<file path="src/rtl/demux1to3_8b_buf.sv">
// demux1to3_8b_buf: valid/ready 1-to-3 word distributor with a one-entry holding register per channel
module demux1to3_8b_buf #(
  parameter int WIDTH = 8,
  parameter int CNT_W = 8
) (
  input  logic             clk,
  input  logic             rst,
  input  logic [WIDTH-1:0] in_data,
  input  logic [1:0]       in_sel,
  input  logic             in_valid,
  output logic             in_ready,
  output logic [WIDTH-1:0] out0_data,
  output logic             out0_valid,
  input  logic             out0_ready,
  output logic [WIDTH-1:0] out1_data,
  output logic             out1_valid,
  input  logic             out1_ready,
  output logic [WIDTH-1:0] out2_data,
  output logic             out2_valid,
  input  logic             out2_ready,
  output logic             bad_sel
`ifdef DEMUX_DROP_CNT_EN
  , output logic [CNT_W-1:0] drop_cnt
`endif
);
  logic [2:0] hit, acc, rdy, vq;
  logic [WIDTH-1:0] dq [3];
  logic drop;
  assign rdy = {out2_ready, out1_ready, out0_ready};
  assign hit = {in_sel == 2'd2, in_sel == 2'd1, in_sel == 2'd0};
  assign in_ready = (&in_sel) | (|(hit & (~vq | rdy)));
  assign acc = hit & {3{in_valid & in_ready}};
  assign drop = in_valid & (&in_sel);
  always_ff @(posedge clk) begin
    if (rst) begin
      vq <= '0;
      bad_sel <= 1'b0;
      for (int k = 0; k < 3; k++) dq[k] <= '0;
    end else begin
      vq <= acc | (vq & ~rdy);
      bad_sel <= drop;
      for (int k = 0; k < 3; k++) dq[k] <= acc[k] ? in_data : dq[k];
    end
  end
  assign {out2_valid, out1_valid, out0_valid} = vq;
  assign out0_data = dq[0];
  assign out1_data = dq[1];
  assign out2_data = dq[2];
`ifdef DEMUX_DROP_CNT_EN
  always_ff @(posedge clk) begin
    if (rst) drop_cnt <= '0;
    else if (drop && !(&drop_cnt)) drop_cnt <= drop_cnt + 1'b1;
  end
`endif
endmodule

</file>
<file path="config.mk">
export PLATFORM = sky130hd
export DESIGN_NAME = demux1to3_8b_buf
export DESIGN_NICKNAME = d
export VERILOG_FILES = /design/src/rtl/demux1to3_8b_buf.sv
export SDC_FILE = /design/constraint.sdc
export NUM_CORES = 1
export LEC_CHECK = 0
export CORE_ASPECT_RATIO = 1.4
export CORE_MARGIN = 2
export CORE_UTILIZATION = 35
export DETAILED_ROUTE_END_ITERATION = 10
export PLACE_DENSITY_LB_ADDON = 0.1
export SETUP_SLACK_MARGIN = 0.2
export SLEW_MARGIN = 20
export SYNTH_ARGS = -nofsm -noshare
export SYNTH_HDL_FRONTEND = slang
export SYNTH_SLANG_ARGS = --single-unit
</file>
<file path="constraint.sdc">
create_clock -name clk -period 1.2 [get_ports clk]
set_input_delay 0.24 -clock clk [delete_from_list [all_inputs] [get_ports clk]]
set_output_delay 0.24 -clock clk [all_outputs]
set_load 0.005 [all_outputs]
</file>
======== Yosys cells after proc, flatten, opt, wreduce, memory -nomap -nowiden ========
Memory sizes are Yosys's and may differ from the RTL's.
Cells that the tools add are included.
word-level totals
  logic and storage cells ................. 30
  memories kept ........................... 1
  memory bits (writable) .................. 24
  register bits ........................... 4
  output and inout port bits .............. 29
memory list
  name  depth  bits a word  read ports  clocked after memory_dff  wr ports  line  source
  dq    3      8            3           0                         3         27    logic [WIDTH-1:0] dq [3];
operators by class
  bitwise gates (word level) .............. 13
  muxes and demuxes ....................... 9
  reduce and logical (&&, ||, !) cells .... 3
  eq/ne operators ......................... 2
operators with widths
  cell                                                 count
  2-to-1 mux 8 bit                                     6
  AND 3 bit                                            3
  NOT 3 bit                                            2
  bitwise OR 3 bit                                     2
  bitwise OR 1 bit                                     4
  2-to-1 mux 1 bit                                     3
  OR reduction 3 bit                                   1
  AND 1 bit                                            2
  equality test 2 x 1 -> 1 bit, second input constant  1
  equality test 2 bit, second input constant           1
  logical NOT 2 bit                                    1
  AND reduction 2 bit                                  1

======== Longest topological paths before layout ========
  depth after elaboration ................. 9
  depth in mapped cells ................... 4
  gate-level depth less buffers ........... 3

======== Worst setup path after synthesis ========
OpenSTA, ideal clock, no wires.
  path kind ............................... register to register
  from .................................... register vq[1]
  to ...................................... memory dq[1][2] (netlist: dq[0][10])
  stages on the path, launching flop included .. 5
  setup time .............................. 0.119 ns
  slack ................................... 0.085 ns
  arrival time ............................ 0.996 ns
  path through ............................ dfxtp_1 nand2b_1 or3b_1 buf_6 mux2i_1
RTL lines
  element                 line  source
  from (decl)             26    logic [2:0] hit, acc, rdy, vq;
  from (signal assigned)  40    vq <= acc | (vq & ~rdy);
  to (decl)               27

======== Worst setup path after layout ========
  from .................................... register vq[2]
  to ...................................... output port in_ready
on the way
  cells in the longest elaborated chain, start to end .. 5
RTL lines
  element             line  source
  NOT 3 bit           31    assign in_ready = (&in_sel) | (|(hit & (~vq | rdy)));
  bitwise OR 3 bit    31
  AND 3 bit           31
  OR reduction 3 bit  31
  bitwise OR 1 bit    31
  to (decl)           11    output logic in_ready,
Every way passes these cells.

==> summary.txt <==
Place
  • GPL Wtd Cong: 0.686
  • IO Port Bufs: 44
  • Placed cells: 193
  • Dpl hpwl: 1840 µm
  • Post-place setup slack: -0.647 ns
  • Placement Cell Area: 1680 µm²

Cells and area
  • Non-Filler Instances: 212
  • # nets final: 191
  • Fraction of layout cells with a size suffix above 1: 55.5%
  • Synthesis-to-layout area growth: 59.8%
  • Post-route cell area: 1830 µm²
  • Fin util: 58.5%
  • Filler cell count: 290
  • ANT cells: 0

Worst setup path
  • CP delay by family, top: flip-flops
  • Worst path slowest cell: dfxtp_2
  • Crit path kind: flip-flop to output port
  • CP bufs+invs: 1
  • Worst Path Max Fanout: 2
  • Slack of the worst reg-to-reg path: -0.09 ns
  • Crit-path cells: nand2b_4 -> mux2i_1 -> o21ai_1 -> buf_2
  • Req. time, crit path: 0.96 ns
  • CP arrival: 1.05 ns
  • Crit start category: flip-flop
  • Critical Path Max Stage Delay: 0.36 ns
  • Critical path capture point type: output port

Hold path
  • Hold crit path type: input port to flip-flop

Yosys
  • Synthesized instance count: 106
  • Mean Syn Cell Area: 10.8 µm²
  • Synthesized net count: 122
  • Post-synthesis sequential area ratio: 49.0%
  • Yosys reg bits: 28
  • Syn. warnings: 0
  • Mapped Area: 1140 µm²
  • Count of different cell masters after synthesis: 15

Timing
  • Final WS setup: -0.0917 ns
  • Max Freq: 774 MHz
  • Final Skew: 0.00372 ns
  • Slew HR: 87.9%
  • Slew Viols, Final: 0
  • Endpoints failing setup: 10
  • Post-route setup TNS: -0.637 ns
  • Final Hold Fails: 0
  • Period utilisation layout: 108%
  • Final min period: 1.29 ns
  • RSZ-0062 raised after global routing: true
  • Worst-Margin Slew: 0.176 ns
  • Hold_ws: 0.466 ns

Die
  • Io pins: 45
  • Die H: 71.6 µm
  • Die area: 3750 µm²
  • Cell row count: 24
  • Core ar.: 3120 µm²
  • Initial Utilization: 36.6%
  • Die span in x: 52.3 µm

Clock network
  • Clock sink count: 28
  • Clock Latency Late Sink: 0.26 ns
  • Worst-path clk slew: 0.09 ns
  • TritonCTS buffer count: 3
  • Htree depth: 1
  • CTS tree: built
  • CTS root buffer: clkbuf_8
  • Bufs on Longest Clock Path: 2

Route
  • Antenna Violating Nets Remaining: 0
  • DRC: 0
  • Routed wire per std cell: 13.6 µm
  • Final WL: 2880 µm
  • Starting DRT DRC Count: 9
  • Via count: 980
  • Average via count per standard cell: 4.62
  • Drt pass-1 iters: 4

Global route
  • Grt total ovfl: 0
  • First-pass GRT wire length: 4420 µm
  • Antenna violations before repair: 0
  • Via count of the first global-routing pass: 992
  • Largest net degree at the start of global routing: 20
  • All-layer global routing usage: 15.8%

Power
  • Peak supply drop: 0.789 mV
  • Final Power: 1.75 mW
  • Pleak: 0.903 nW
  • PwrDens: 958 nW/µm²

Outcome
  • Failing checks: negative setup slack
  • Status: finished, violations left

Flow run
  • Max cap viols: 0
==> synth_stat cells <==
cell | number | area (µm²)
nand2_1 | 1 | 3.75
a21oi_1 | 3 | 15.0
nor3b_1 | 1 | 7.51
nand3b_1 | 1 | 7.51
nand3_1 | 1 | 5.00
dfxtp_1 | 28 | 561
and2b_2 | 1 | 8.76
buf_4 | 1 | 7.51
and3_1 | 1 | 6.26
buf_6 | 2 | 22.5
mux2i_1 | 25 | 250
clkbuf_1 | 3 | 11.3
nand2b_1 | 35 | 219
o21ai_0 | 2 | 10.0
or3b_1 | 1 | 8.76
==> routing by layer <==
layer  up-vias  track usage (%)  part of all wire (%)  routed length, µm
met5         -                0                     0                  0
met4         0             5.13                  0.66                 19
met3         2             2.29                   5.0                144
met2        29             27.2                    53               1520
met1       464             19.8                    42               1200
li1        485                -                     -                  -
==> timing repair <==
item,4_1_cts,5_1_grt
setup buffers,13,2
gates resized for setup,164,8
hold endpoints to repair,0,0
pin swaps,6,2
gates cloned,1,0
endpoints found under the setup margin,56,31
hold buffers,0,0
==> registers in the layout (all words and copies together), names as in the netlist <==
signal	flops
vq	3
bad_sel	1
dq	24
==> worst register-to-register path: stages (launching register included) <==
cell and delay (ns):
dfxtp_2 0.36, nand2b_4 0.06, buf_6 0.11, buf_6 0.10, nand3b_1 0.13, buf_4 0.15, buf_12 0.11, mux2i_1 0.18
==> path summary, 6_finish.rpt <==
kind | from | to | depth (start not counted)
worst max-delay path | vq[2]$_SDFF_PP0_ | in_ready | 4
worst min-delay path | out1_ready | vq[1]$_SDFF_PP0_ | 4
worst max register to register | vq[0]$_SDFF_PP0_ | dq[0][6]$_SDFFE_PP0P_ | 7
worst min register to register | dq[0][18]$_SDFFE_PP0P_ | dq[0][18]$_SDFFE_PP0P_ | 2
==> cell families after synthesis <==
| kind of cell | synth area share (%) |
|---|---|
| buffers and inverters | 3.61 |
| and+or+nand+nor | 23.3 |
| DFF | 49.0 |
| AOI/OAI and AO/OA | 2.19 |
| muxes | 21.9 |
==> cells in the final DEF, fill, tap and decap left out <==
cell type and instances:
nand2_1 1, nand2b_4 3, buf_12 1, nor3b_1 1, and2b_2 1, clkbuf_2 2, a21oi_1 1, or3b_4 1
mux2i_1 24, clkdlybuf4s50_1 9, o21ai_1 2, dfxtp_2 27, buf_16 1, nand3b_1 1, dlygate4sd2_1 5, mux2i_2 1
buf_2 27, buf_6 9, and3_4 1, nand2b_1 32, clkbuf_8 3, buf_4 16, dfxtp_1 1, a21oi_2 2
nand3_4 1
==> cell type report <==
class | count | area (µm²) | area share, %
multi-input combinational | 72 | 596 | 32.6
sequential | 28 | 594 | 32.5
timing repair buffer | 70 | 548 | 30.0
tap | 39 | 48.8 | 2.67
clock buffer | 3 | 41.3 | 2.26
==> report_power, final <==
group / internal [mW] / switching [mW] / total (mW)
logic: 0.173 / 0.106 / 0.279
registers: 0.967 / 0.0173 / 0.984
clock network: 0.225 / 0.264 / 0.488
total: 1.36 / 0.388 / 1.75
Power figures use the tool's default switching activity.
